### config.mk
export PLATFORM = sky130hd
export DESIGN_NAME = uart_pix_pack
export DESIGN_NICKNAME = d
export VERILOG_FILES = /design/src/rtl/uart_pix_pack_pkg.sv /design/src/rtl/uart_pix_pack.sv
export SDC_FILE = /design/constraint.sdc
export NUM_CORES = 1
export LEC_CHECK = 0
export CAP_MARGIN = 40
export CORE_MARGIN = 4
export CORE_UTILIZATION = 55
export DETAILED_ROUTE_END_ITERATION = 6
export HOLD_SLACK_MARGIN = 0.1
export PLACE_DENSITY = 0.81
export SLEW_MARGIN = 30
export SYNTH_ARGS = -nofsm -noshare
export SYNTH_HDL_FRONTEND = slang
export SYNTH_SLANG_ARGS = --single-unit
### constraint.sdc
create_clock -name sclk -period 5.6 [get_ports sclk]
set_input_delay 0.84 -clock sclk [delete_from_list [all_inputs] [get_ports sclk]]
set_output_delay 0.84 -clock sclk [all_outputs]
set_load 0.1 [all_outputs]
### src/rtl/uart_pix_pack_pkg.sv
// Shared definitions for uart_pix_pack: FSM state encoding and default frame header bytes.
package uart_pix_pack_pkg;
  typedef enum logic [1:0] {
    S_HUNT = 2'd0,
    S_HDR1 = 2'd1,
    S_DATA = 2'd2,
    S_CHK  = 2'd3
  } state_t;

  localparam logic [7:0] HDR0_DEF = 8'h55;
  localparam logic [7:0] HDR1_DEF = 8'hAA;
  localparam int         PIX_W    = 24;
endpackage

### src/rtl/uart_pix_pack.sv
// UART byte stream to pixel-word packer with header hunt, per-frame pixel count and idle timeout.
// Optional trailing checksum byte is enabled by defining UART_PIX_CHKSUM_EN.
module uart_pix_pack
  import uart_pix_pack_pkg::*;
#(
  parameter int          BYTES_PER_PIX = 1,
  parameter int          FRAME_PIX     = 384000,
  parameter logic [7:0]  HDR0          = HDR0_DEF,
  parameter logic [7:0]  HDR1          = HDR1_DEF,
  parameter int          TIMEOUT_CYC   = 100000
) (
  input  logic             sclk,
  input  logic             s_rst_n,
  input  logic [7:0]       rx_data,
  input  logic             po_flag,
  output logic [PIX_W-1:0] pix_data,
  output logic             pix_vld,
  output logic             frame_start,
  output logic             frame_done,
  output logic             busy,
  output logic             err_timeout,
  output logic             chk_err
);

  localparam int PC_W = $clog2(FRAME_PIX + 1);
  localparam int TO_W = $clog2(TIMEOUT_CYC + 1);

  state_t          state, state_nxt;
  logic [1:0]      byte_cnt;
  logic [PC_W-1:0] pix_cnt;
  logic [TO_W-1:0] to_cnt;
  logic [15:0]     shift_p0;
  logic            hdr_ok, pix_done, last_pix, to_fire, done_evt;
  logic            byte_last, pix_last;

  // Keeps only the low BYTES_PER_PIX bytes; the oldest byte lands most significant.
  function automatic logic [PIX_W-1:0] pack_pix(input logic [15:0] sh, input logic [7:0] b);
    case (BYTES_PER_PIX)
      1:       return {16'd0, b};
      2:       return {8'd0, sh[7:0], b};
      default: return {sh, b};
    endcase
  endfunction

  assign byte_last = (byte_cnt == 2'(BYTES_PER_PIX - 1));
  assign pix_last  = (pix_cnt == PC_W'(FRAME_PIX - 1));
  assign to_fire   = (state != S_HUNT) && !po_flag && (to_cnt == TO_W'(TIMEOUT_CYC - 1));

`ifdef UART_PIX_CHKSUM_EN
  logic chk_byte;
  assign done_evt = chk_byte;
`else
  assign done_evt = last_pix;
`endif

  always_ff @(posedge sclk or negedge s_rst_n) begin
    if (!s_rst_n) state <= S_HUNT;
    else          state <= state_nxt;
  end

  always_comb begin
    state_nxt = state;
    hdr_ok    = 1'b0;
    pix_done  = 1'b0;
    last_pix  = 1'b0;
`ifdef UART_PIX_CHKSUM_EN
    chk_byte  = 1'b0;
`endif
    case (state)
      S_HUNT: if (po_flag && rx_data == HDR0) state_nxt = S_HDR1;
      S_HDR1: begin
        if (po_flag) begin
          if (rx_data == HDR1) begin
            state_nxt = S_DATA;
            hdr_ok    = 1'b1;
          end else if (rx_data != HDR0) begin
            state_nxt = S_HUNT;
          end
        end else if (to_fire) begin
          state_nxt = S_HUNT;
        end
      end
      S_DATA: begin
        if (po_flag) begin
          if (byte_last) begin
            pix_done = 1'b1;
            if (pix_last) begin
              last_pix = 1'b1;
`ifdef UART_PIX_CHKSUM_EN
              state_nxt = S_CHK;
`else
              state_nxt = S_HUNT;
`endif
            end
          end
        end else if (to_fire) begin
          state_nxt = S_HUNT;
        end
      end
`ifdef UART_PIX_CHKSUM_EN
      S_CHK: begin
        if (po_flag) begin
          chk_byte  = 1'b1;
          state_nxt = S_HUNT;
        end else if (to_fire) begin
          state_nxt = S_HUNT;
        end
      end
`endif
      default: state_nxt = S_HUNT;
    endcase
  end

  // Stage p0: byte shift register, byte/pixel counters and idle timer
  always_ff @(posedge sclk or negedge s_rst_n) begin
    if (!s_rst_n) begin
      byte_cnt <= '0;
      pix_cnt  <= '0;
      to_cnt   <= '0;
      shift_p0 <= '0;
    end else begin
      if (po_flag || state == S_HUNT || to_fire) to_cnt <= '0;
      else                                        to_cnt <= to_cnt + 1'b1;
      if (hdr_ok || to_fire) begin
        byte_cnt <= '0;
        pix_cnt  <= '0;
        shift_p0 <= '0;
      end else if (po_flag && state == S_DATA) begin
        shift_p0 <= {shift_p0[7:0], rx_data};
        byte_cnt <= byte_last ? 2'd0 : byte_cnt + 1'b1;
        if (pix_done) pix_cnt <= last_pix ? '0 : pix_cnt + 1'b1;
      end
    end
  end

  // Stage p1: registered pixel word and one-cycle status strobes
  always_ff @(posedge sclk or negedge s_rst_n) begin
    if (!s_rst_n) begin
      pix_data    <= '0;
      pix_vld     <= 1'b0;
      frame_start <= 1'b0;
      frame_done  <= 1'b0;
      busy        <= 1'b0;
      err_timeout <= 1'b0;
    end else begin
      pix_vld     <= pix_done;
      frame_start <= hdr_ok;
      frame_done  <= done_evt;
      err_timeout <= to_fire;
      busy        <= (busy | hdr_ok) & ~(done_evt | to_fire);
      if (pix_done) pix_data <= pack_pix(shift_p0, rx_data);
    end
  end

`ifdef UART_PIX_CHKSUM_EN
  logic [7:0] sum_p0;

  function automatic logic [7:0] add_mod256(input logic [7:0] a, input logic [7:0] b);
    return a + b;
  endfunction

  // Running byte sum of the frame; the mismatch flag survives until the next header
  always_ff @(posedge sclk or negedge s_rst_n) begin
    if (!s_rst_n) begin
      sum_p0  <= '0;
      chk_err <= 1'b0;
    end else if (hdr_ok) begin
      sum_p0  <= '0;
      chk_err <= 1'b0;
    end else begin
      if (po_flag && state == S_DATA) sum_p0 <= add_mod256(sum_p0, rx_data);
      if (chk_byte && rx_data != sum_p0) chk_err <= 1'b1;
    end
  end
`else
  assign chk_err = 1'b0;
`endif

endmodule

==> flow_metrics.py <==
metrics = {
    "placement": {
        "gp_congestion": 0.823,
        "io_buffers": 23,
        "dp_cells": 387,
        "dp_hpwl_um": 4150,
        "place_ws_ps": 2140,
        "dpl-instance-area_mm2": 0.00317,
    },
    "synthesis": {
        "syn-cell-area_mm2": 0.00275,
        "synth_warnings": 0,
        "synth_top_cell_by_area": "dfrtp_1",
        "yosys-top-cells-area": "dfrtp_1 (48%), nand2_1 (5.7%), buf_4 (4.6%)",
        "ys_ff_latch": 53,
        "synth_edf_count": 0,
        "synthCells": 294,
        "synth_top_area_share_pct": 48.3,
        "synth_ff_type": "dfrtp_1",
        "async_reset_ff_share_pct": 100,
        "syn_area_per_cell_um2": 9.34,
        "yosysUniqueCellTypes": 42,
        "seq_area_frac_synth_pct": 48.3,
    },
    "floorplanning": {
        "die-height_um": 78.7,
        "dieArea_mm2": 0.00619,
        "placementRows": 25,
        "core_area_mm2": 0.00479,
        "ioPinCount": 41,
        "die_w_um": 78.7,
        "start_util_pct": 57.4,
    },
    "setup_path": {
        "path_class": "in -> reg",
        "r2r-start": "state[0]",
        "cp_cell_sequence": "clkdlybuf4s50_1 -> nand3b_1 -> or2_2 -> inv_1 -> a211oi_2 -> buf_4 -> or4_1 -> a21oi_1",
        "critPathCaptureType": "register",
        "setup.worst_path.start_class": "input pin",
        "reg2reg_slack_ps": 3020,
        "slowest_delay_ps": 590,
        "critPathBufInv": 3,
        "cpLargestDelayFamily": "buffers and inverters",
        "r2r_end": "pix_cnt[12]",
        "crit_fanout": 31,
        "slowest_stage": "clkdlybuf4s50_1",
        "arrival_ps": 3390,
        "ff2ff_path_depth": 7,
        "required_ps": 5820,
    },
    "final_layout": {
        "final_nets": 342,
        "n_fill_cell": 343,
        "final_area_mm2": 0.00327,
        "synthToLayoutAreaGrowth_pct": 19.1,
        "diodes": 0,
        "post-route-util_pct": 68.3,
        "fin_cells": 395,
        "drive_gt1_share_pct": 9.76,
    },
    "routing": {
        "vias": 2171,
        "avgViaCountPerCell": 5.50,
        "drtPass1Iterations": 4,
        "antenna_left": 0,
        "wl_per_cell_um": 14.3,
        "drc": 0,
        "drt_iter0_drc": 176,
        "wirelength_um": 5640,
    },
    "global_routing": {
        "use_met1_pct": 25.6,
        "grt-ovfl-total": 0,
        "grt_usage_pct": 20.0,
        "grt_max_degree": 54,
        "grtUsageMet3_pct": 4.70,
        "met2_usage_pct": 33.1,
        "grt_pass1_vias": 2144,
        "grt_first_pass_wirelength_um": 9950,
        "busiest_layer": "met2",
        "antenna_found_initial": 0,
    },
    "sta": {
        "max_freq_ghz": 0.315,
        "tightestPinTransition_ps": 686,
        "worst_slack_ps": 2420,
        "tns_ps": 0,
        "setup_viol": 0,
        "hold_viol": 0,
        "fin_crit_sh_pct": 56.7,
        "fin_skew_ps": 8.36,
        "period_minus_slack_ps": 3180,
        "rsz0062_at_grt": "no",
        "slew_headroom_pct": 54.3,
        "whs_ps": 492,
        "slew_viol_final": 0,
    },
    "clock_tree": {
        "cts_resized": 0,
        "cts_buffers": 5,
        "clock-sinks": 53,
        "post-cts-setup-buffer-count": 0,
        "htreeDepth": 2,
        "hold_buffers": 0,
        "cts-root-buf": "clkbuf_8",
        "clockBufferDepth": 2,
        "clkTransAtPathRegs_ps": 90,
        "tritoncts": "built",
        "worstSkewPairLatency_ps": 300,
    },
    "job": {
        "maxCapViolCount": 0,
    },
    "status": {
        "outcome": "finished, final reports clean",
    },
    "pwr": {
        "leakage_nw": 1.41,
        "power_mw": 0.864,
        "ir_drop_mv": 0.123,
        "powerDensity_mw_per_mm2": 264,
    },
    "hold_path": {
        "hp-start": "to_cnt[0]",
        "min_to": "to_cnt[0]",
        "hold_depth": 1,
        "hold_path.class": "reg -> reg",
    },
}
==> layer usage <==
layer,share of wire [%],vias up
met4,1.8,0
met1,43,1039
met3,4.7,12
li1,-,1058
met2,51,62
met5,0,-
==> registers in the layout, summed over array words and instances, names as in the netlist <==
signal	flops
to_cnt	17
state	2
frame_start	1
pix_data	8
err_timeout	1
pix_cnt	19
byte_cnt	2
pix_vld	1
busy	1
frame_done	1
==> Yosys cell counts, types with 2 or more instances <==
master / instances
nand3_1: 12
a21oi_1: 18
and4_1: 2
nor2_1: 32
nand2b_1: 3
or4b_4: 2
dfrtp_1: 53
and3_1: 4
clkbuf_1: 7
or3_1: 8
xnor2_1: 7
nand4_1: 9
nor3_1: 3
nand4bb_1: 2
ha_1: 4
mux2i_1: 2
buf_4: 17
buf_2: 2
or4_1: 7
o21ai_0: 11
nor4_1: 2
inv_1: 7
or2_2: 2
nand2_1: 42
nand3b_1: 2
o31ai_1: 7
nand4b_1: 3
xor2_1: 10
==> cells by family (layout without fill, tap and decap cells) <==
logic type,after synthesis,after routing,share of synthesized area (%)
AND/OR/NAND/NOR,141,141,27.4
flip-flops,53,53,48.3
AO/OA/AOI/OAI,41,41,8.71
buffers and inverters,35,53,7.48
XOR/XNOR,17,17,5.42
adder cells (fa/ha/maj),4,4,1.82
multiplexers,2,2,0.729
other,1,17,0.137
==> where the power goes <==
group | leakage [nW] | switching, mW | internal (mW)
clock | 0.0447 | 0.129 | 0.0904
combinational | 0.637 | 0.166 | 0.0668
sequential | 0.728 | 0.0140 | 0.398
==> worst register-to-register path: stages, from the launching register on <==
cell and delay, ps:
dfrtp_1 460, nand3b_1 270, or2_2 410, inv_1 400, a211oi_2 60, buf_4 240, or4_1 490, a21oi_1 160
==> cell usage in the layout, fill, tap and decap left out, types with 7 or more instances in the layout <==
cell	synthesis	layout
nand4_1	9	9
dfrtp_1	53	53
a21oi_1	18	18
xor2_1	10	10
or4_1	7	7
o31ai_1	7	7
buf_8	0	11
inv_1	7	7
nand2_1	42	42
or3_1	8	8
nand3_1	12	12
conb_1	1	17
nor2_1	32	32
o21ai_0	11	11
clkdlybuf4s50_1	0	22
xnor2_1	7	7
==> worst max path at each step <==
stage / start / endpoint / depth (start not counted)
2_1_floorplan: po_flag / pix_cnt[12] / 8
3_3_place_gp: po_flag / pix_cnt[17] / 8
3_5_place_dp: po_flag / pix_cnt[12] / 8
4_1_cts: po_flag / pix_cnt[12] / 8
5_1_grt: po_flag / pix_cnt[12] / 8
6_report: po_flag / pix_cnt[12] / 8
==> area by class of cell <==
type	count	area, um2	area share, %
flip-flops and latches	53	1330	40.6
multi-input cells	222	1280	39.1
repair buffers	38	460	14.1
well taps	67	83.8	2.57
clock buffers	5	68.8	2.11
inverters	7	26.3	0.804
clock inverters	3	25.0	0.766
(Power assumes the default switching activity.)
